`config.mk`:
```
export PLATFORM = sky130hd
export DESIGN_NAME = fir_coeff_loader
export DESIGN_NICKNAME = d
export VERILOG_FILES = /design/src/rtl/fir_coeff_loader.sv
export SDC_FILE = /design/constraint.sdc
export NUM_CORES = 1
export LEC_CHECK = 0
export ABC_CLOCK_PERIOD_IN_PS = 3100
export CAP_MARGIN = 20
export CORE_MARGIN = 2
export CORE_UTILIZATION = 23
export DETAILED_ROUTE_END_ITERATION = 6
export DONT_BUFFER_PORTS = 1
export PLACE_DENSITY = 0.35
export SYNTH_ARGS = -nofsm -noshare
export SYNTH_HDL_FRONTEND = slang
export SYNTH_SLANG_ARGS = --single-unit
```
`constraint.sdc`:
```
create_clock -name Clk -period 3.1 [get_ports Clk]
set_clock_uncertainty 0.2 [all_clocks]
set_input_delay 0.155 -clock Clk [delete_from_list [all_inputs] [get_ports Clk]]
set_output_delay 0.155 -clock Clk [all_outputs]
set_load 0.02 [all_outputs]
```
`src/rtl/fir_coeff_loader.sv`:
```
// Coefficient-write master for fir_transpose: streams NUM_TAPS taps into the filter's
// load port, then optionally reads them back and reports the first mismatching address.
module fir_coeff_loader #(
  parameter int DATA_W   = 12,
  parameter int ADDR_W   = 8,
  parameter int NUM_TAPS = 16,
  parameter int VERIFY   = 1,
  parameter int READ_LAT = 1
) (
  input  logic              Clk,
  input  logic              Hlt,
  input  logic              start,
  input  logic              s_valid,
  input  logic [DATA_W-1:0] s_data,
  output logic              s_ready,
  output logic              load,
  output logic [ADDR_W-1:0] write_address,
  output logic [DATA_W-1:0] write_value,
  output logic [ADDR_W-1:0] read_address,
  input  logic [DATA_W-1:0] read_value,
  output logic              busy,
  output logic              done,
  output logic              error,
  output logic [ADDR_W-1:0] err_addr
);

  localparam int IDX_W = (NUM_TAPS > 1) ? $clog2(NUM_TAPS) : 1;
  localparam logic [ADDR_W-1:0] LAST_C = ADDR_W'(NUM_TAPS - 1);
  localparam logic [ADDR_W-1:0] ADDR_ZERO_C = ADDR_W'(0);
  localparam logic [ADDR_W-1:0] ADDR_ONE_C = ADDR_W'(1);

  typedef enum logic [2:0] {
    ST_IDLE   = 3'd0,
    ST_LOAD   = 3'd1,
    ST_COMMIT = 3'd2,
    ST_VERIFY = 3'd3,
    ST_DONE   = 3'd4
  } state_t;

  generate
    if (NUM_TAPS < 1 || NUM_TAPS > (1 << ADDR_W) || READ_LAT < 0 || READ_LAT > 1) begin : g_param_err
      $error("fir_coeff_loader: NUM_TAPS must be 1..2**ADDR_W and READ_LAT 0 or 1");
    end
  endgenerate

  state_t              state_r;
  state_t              next_state_s;
  logic                s_ready_s;
  logic                load_s;
  logic                busy_s;
  logic                done_s;
  logic [ADDR_W-1:0]   tap_cnt_r;
  logic [DATA_W-1:0]   shadow_r [2**IDX_W];
  logic                rd_issue_r;
  logic                cmp_vld_s;
  logic [ADDR_W-1:0]   cmp_addr_s;
  logic [DATA_W-1:0]   shadow_rd_s;
  logic                mismatch_s;
  logic                start_acc_s;
  logic                beat_s;

  assign start_acc_s = (state_r == ST_IDLE) && start;
  assign beat_s      = s_valid && s_ready;

  // State register; the handshake/status outputs are registered from the next state.
  always_ff @(posedge Clk or posedge Hlt) begin
    if (Hlt) begin
      state_r <= ST_IDLE;
      s_ready <= 1'b0;
      load    <= 1'b0;
      busy    <= 1'b0;
      done    <= 1'b0;
    end else begin
      state_r <= next_state_s;
      s_ready <= s_ready_s;
      load    <= load_s;
      busy    <= busy_s;
      done    <= done_s;
    end
  end

  // Next-state decode; LOAD and VERIFY both end on the terminal count, never by wrapping.
  always_comb begin
    next_state_s = state_r;
    case (state_r)
      ST_IDLE: begin
        if (start) next_state_s = ST_LOAD;
        else       next_state_s = ST_IDLE;
      end
      ST_LOAD: begin
        if (beat_s && (tap_cnt_r == LAST_C)) next_state_s = ST_COMMIT;
        else                                 next_state_s = ST_LOAD;
      end
      ST_COMMIT: begin
        if (VERIFY != 0) next_state_s = ST_VERIFY;
        else             next_state_s = ST_DONE;
      end
      ST_VERIFY: begin
        if (cmp_vld_s && (cmp_addr_s == LAST_C)) next_state_s = ST_DONE;
        else                                     next_state_s = ST_VERIFY;
      end
      ST_DONE: next_state_s = ST_IDLE;
      default: next_state_s = ST_IDLE;
    endcase
  end

  // Output decode from the state being entered.
  always_comb begin
    s_ready_s = 1'b0;
    load_s    = 1'b0;
    busy_s    = 1'b0;
    done_s    = 1'b0;
    case (next_state_s)
      ST_LOAD: begin
        s_ready_s = 1'b1;
        load_s    = 1'b1;
        busy_s    = 1'b1;
      end
      ST_COMMIT: begin
        load_s = 1'b1;
        busy_s = 1'b1;
      end
      ST_VERIFY: busy_s = 1'b1;
      ST_DONE: begin
        busy_s = 1'b1;
        done_s = 1'b1;
      end
      default: begin
        s_ready_s = 1'b0;
        load_s    = 1'b0;
        busy_s    = 1'b0;
        done_s    = 1'b0;
      end
    endcase
  end

  // Tap counter and FIR write port; a stalled stream simply holds the last address/value.
  always_ff @(posedge Clk or posedge Hlt) begin
    if (Hlt) begin
      tap_cnt_r     <= ADDR_ZERO_C;
      write_address <= ADDR_ZERO_C;
      write_value   <= {DATA_W{1'b0}};
    end else if (start_acc_s) begin
      tap_cnt_r <= ADDR_ZERO_C;
    end else if (beat_s) begin
      write_address <= tap_cnt_r;
      write_value   <= s_data;
      if (tap_cnt_r != LAST_C) tap_cnt_r <= tap_cnt_r + ADDR_ONE_C;
    end
  end

  // Shadow copy of every accepted tap for the readback compare.
  always_ff @(posedge Clk) begin
    if (beat_s) shadow_r[tap_cnt_r[IDX_W-1:0]] <= s_data;
  end

  // Readback address issue: one address per cycle from 0 to the last tap.
  always_ff @(posedge Clk or posedge Hlt) begin
    if (Hlt) begin
      read_address <= ADDR_ZERO_C;
      rd_issue_r   <= 1'b0;
    end else if ((state_r == ST_COMMIT) && (next_state_s == ST_VERIFY)) begin
      read_address <= ADDR_ZERO_C;
      rd_issue_r   <= 1'b1;
    end else if (rd_issue_r) begin
      if (read_address == LAST_C) rd_issue_r <= 1'b0;
      else                        read_address <= read_address + ADDR_ONE_C;
    end
  end

  generate
    if (READ_LAT == 0) begin : g_lat0
      assign cmp_vld_s  = rd_issue_r;
      assign cmp_addr_s = read_address;
    end else begin : g_lat1
      logic              cmp_vld_r;
      logic [ADDR_W-1:0] cmp_addr_r;
      // Delay the issued address to line up with the FIR's registered read data.
      always_ff @(posedge Clk or posedge Hlt) begin
        if (Hlt) begin
          cmp_vld_r  <= 1'b0;
          cmp_addr_r <= ADDR_ZERO_C;
        end else begin
          cmp_vld_r  <= rd_issue_r;
          cmp_addr_r <= read_address;
        end
      end
      assign cmp_vld_s  = cmp_vld_r;
      assign cmp_addr_s = cmp_addr_r;
    end
  endgenerate

  assign shadow_rd_s = shadow_r[cmp_addr_s[IDX_W-1:0]];
  assign mismatch_s  = cmp_vld_s && (read_value != shadow_rd_s);

  // Sticky error keeps the first failing address until the next accepted start.
  always_ff @(posedge Clk or posedge Hlt) begin
    if (Hlt) begin
      error    <= 1'b0;
      err_addr <= ADDR_ZERO_C;
    end else if (start_acc_s) begin
      error    <= 1'b0;
      err_addr <= ADDR_ZERO_C;
    end else if (mismatch_s && !error) begin
      error    <= 1'b1;
      err_addr <= cmp_addr_s;
    end
  end

endmodule

```
==> results.md <==
- Run status: completed
- Gate Count Post-Synth: 597
- Dpl hpwl: 18,110 microns
- Layout Cells excl Fill: approximately 1.3k
- CP Max Fanout: 8
- Dpl cells: ~1.2k
- Final wirelength: 28,190 microns
- Antenna violations before repair: 4
- # rows: a little under 80
- Critical path launch point type: flip-flop
- Final period util: 97.04%
- DRC: 0
- TritonCTS clock tree: done
- Fin Setup TNS: 0 ns
- WP data required: around 3.4 ns
- Hold Path Class: input port to flip-flop
- DR vias: 5,534
- # fillers: approximately 4.4k
- Clock Sinks: about 250
- Reg2reg end: err_addr[6]
- Area delta synth->final: 21.37%
- LEAKAGE: roughly 4.4 nW
- Drt via density: between 4 and 5
- Total global-route track usage: 12.08%
- Post-synth top flop: edfxtp_1
- Synthesis Warnings: 0
- Setup crit end kind: flip-flop
- Placed instance area: ~0.011 sq mm
- Critical path class: flip-flop to flip-flop
- Starting DRT DRC Count: around 330
- Reg area: 0.007322 sq mm
- Crit path time final: 3.008 ns
- Peak Freq: around 330 MHz
- Final setup fails: 0
- CTS Buf Count: 30
- Global route overflow: 0
- Power Density: ~900 mW/mm^2
- Vias in the first global route: about 6.0k
- Final worst-path setup slack: 0.09162 ns
- Clock root buffer: clkbuf_16
- RR Startpoint: cmp_addr_s[0]
- H-tree depth: 1
- Peak VDD IR: approximately 0.42 mV
- First-pass GRT wire length: around 41,000 microns
- Longest Clk Path Bufs: 3
- DIE AREA: ~0.047 sq mm
- Number of synthesized flops with an enable pin: roughly 190
- Die height: 216.7 microns
- Synth cell types: 57
- Area of the core: 0.04441 sq mm
- Input/output buffers: 0
- Clock insertion delay at the later pin of the skew report: around 0.57 ns
- Worst EP arrival: 3.28 ns
- Slew @ Worst Pin: 0.8522 ns
- Worst setup path start: cmp_addr_s[0]
- Net count after synthesis: 630
- Final design area excluding fillers: 0.01263 sq mm
- Syn Area/Cell: around 17 sq um
- Clk slew on worst S/H paths: around 0.060 ns
- Largest net degree at the start of global routing: 63
- DRT Pass-1 Iters: 4
- Max-Slew Margin vs Limit: between 40% and 50%
- Die boundary width: around 220 microns
- Final ANT Viol Nets: 0
- Fin. Hold Viols: 0
- R2r setup slk: between 0.09 and 0.1 ns
- Initial Util: 23.42%
- Post-synthesis sequential area ratio: a little over two thirds
- DR WL/cell: 21.89 microns
- Crit path capture: err_addr[6]
- Min Hold Slack: 0.03540 ns
- Post-synthesis async set-or-reset flop share: 24.41%
- Footprint of the multi-input gates: between 0.002 and 0.003 sq mm
- Max cap viols: 0
- Placer Congestion: 0.7041
- Reg2reg path depth: 8
- Count of pins over their slew limit: 0
- Placement Setup Slack: -0.1147 ns
- Final layout net count: ~700
- Yosys reg bits: about 250
- Netlist Area Pre-Place: 0.01040 sq mm
- Layout cell share with drive strength beyond 1: 22.66%
- RSZ-0062 raised after global routing: yes
- Boundary Pins: 69
power by group:
part | switching (mW) | internal [mW] | total, mW
combinational | 1.67 | 1.52 | 3.20
clock | 1.34 | 2.14 | 3.49
sequential | 0.588 | 4.11 | 4.70
layer usage:
| layer | share of wire, % | up-vias | wire length (microns) | GRT usage [%] |
|---|---|---|---|---|
| met1 | 44 | 2886 | 12480 | 15.73 |
| met3 | 4.8 | 38 | 1359 | 2.344 |
| met4 | 1.9 | 0 | 528 | 3.333 |
| met2 | 49 | 113 | 13830 | 20.47 |
| met5 | 0 | - | 0 | 0 |
| li1 | - | 2497 | - | - |
critical path: stages (launching register included):
cell and delay (ns):
dfrtp_4 0.49, buf_12 0.16, mux4_2 0.51, mux4_2 0.54, xnor2_4 0.17, o2111a_2 0.19, a311oi_4 0.29, buf_12 0.18
mux2i_2 0.20
synthesized netlist by cell type, types with 4 or more instances:
cell type | instances | area share (%)
or3_1 | 6 | 0.36
mux4_2 | 27 | 5.8
ha_1 | 5 | 0.60
buf_6 | 4 | 0.43
mux4_1 | 7 | 1.8
and4_1 | 6 | 0.51
nand2_1 | 27 | 0.97
dfrtp_1 | 62 | 15
nand2b_1 | 4 | 0.24
edfxtp_1 | 192 | 55
inv_1 | 7 | 0.25
o21ai_0 | 4 | 0.19
xor2_1 | 10 | 0.84
buf_4 | 4 | 0.29
buf_12 | 5 | 0.96
nor3_1 | 11 | 0.53
xnor2_1 | 9 | 0.76
a22oi_1 | 13 | 0.94
mux2_2 | 21 | 2.3
nand3_1 | 17 | 0.82
nand4_1 | 9 | 0.54
nor2_1 | 40 | 1.4
clkbuf_1 | 7 | 0.25
mux2i_1 | 46 | 4.4
placed cells by master, fill, tap and decap left out, drive strengths merged, types with 8 or more instances in the layout:
cell type | synthesis | layout
nor2 | 40 | 40
xnor2 | 9 | 9
dfrtp | 62 | 62
dlygate4sd3 | 0 | 21
xor2 | 10 | 10
nor3 | 14 | 14
nand2 | 27 | 27
edfxtp | 192 | 192
nand4 | 9 | 9
clkbuf | 9 | 46
mux2i | 46 | 46
clkinv | 0 | 8
mux2 | 21 | 21
a22oi | 13 | 13
buf | 17 | 44
nand3 | 17 | 17
mux4 | 34 | 34
metrics by stage:
| step | power [mW] | util (%) |
|---|---|---|
| 2_1_floorplan | 6.876 | - |
| 6_report | 11.38 | 28.43 |
| 5_1_grt | 12.01 | 28.43 |
| 3_5_place_dp | 7.885 | 25.55 |
| 3_3_place_gp | 7.856 | 25.55 |
| 4_1_cts | 11.52 | 28.22 |
layout make-up:
cell class / count / area share (%)
well taps: 592 / 5.866
inverters: 7 / 0.2081
clock inverters: 11 / 0.9711
flip-flops and latches: 254 / 57.99
repair buffers: 66 / 5.232
clock buffers: 45 / 6.797
diodes: 3 / 0.05945
multi-input cells: 310 / 22.88
state kept, by name (all words and copies together), names as in the netlist:
| signal | flops |
|---|---|
| load | 1 |
| write_address | 8 |
| rd_issue_r | 1 |
| err_addr | 8 |
| write_value | 12 |
| read_address | 8 |
| s_ready | 1 |
| error | 1 |
| tap_cnt_r | 8 |
| done | 1 |
| cmp_vld_s | 1 |
| cmp_addr_s | 8 |
| busy | 1 |
| state_r | 3 |
| shadow_r | 192 |
worst min-delay path by stage:
stage / startpoint / end / depth (start not counted) / slack, ns
2_1_floorplan: s_data[0] / shadow_r[0][0] / 0 / 0.05
3_3_place_gp: s_data[2] / shadow_r[8][2] / 0 / 0.06
3_5_place_dp: s_data[2] / shadow_r[11][2] / 0 / 0.06
4_1_cts: read_value[0] / error / 5 / 0.01
5_1_grt: read_value[0] / error / 5 / 0.06
6_report: read_value[0] / error / 5 / 0.04
kinds of logic (layout without fill, tap and decap cells):
group | Yosys count | count (layout) | synth area share (%)
and+or+nand+nor | 145 | 145 | 7.529
other | 0 | 3 | 0
DFF | 254 | 254 | 70.33
muxes | 101 | 101 | 14.31
AOI/OAI and AO/OA | 40 | 40 | 3.115
adders and majority gates | 5 | 5 | 0.6013
buffers and inverters | 33 | 129 | 2.514
xor gates and xnor gates | 19 | 19 | 1.600
repair_timing:
action / 4_1_cts / 5_1_grt
gates cloned: 0 / 1
hold buffers: 19 / 2
pin swaps: 0 / 3
resized for setup: 3 / 8
hold endpoints to repair: 326 / 1
endpoints found under the setup margin: 8 / 8
buffers inserted: 0 / 1
(Power assumes the default switching activity.)
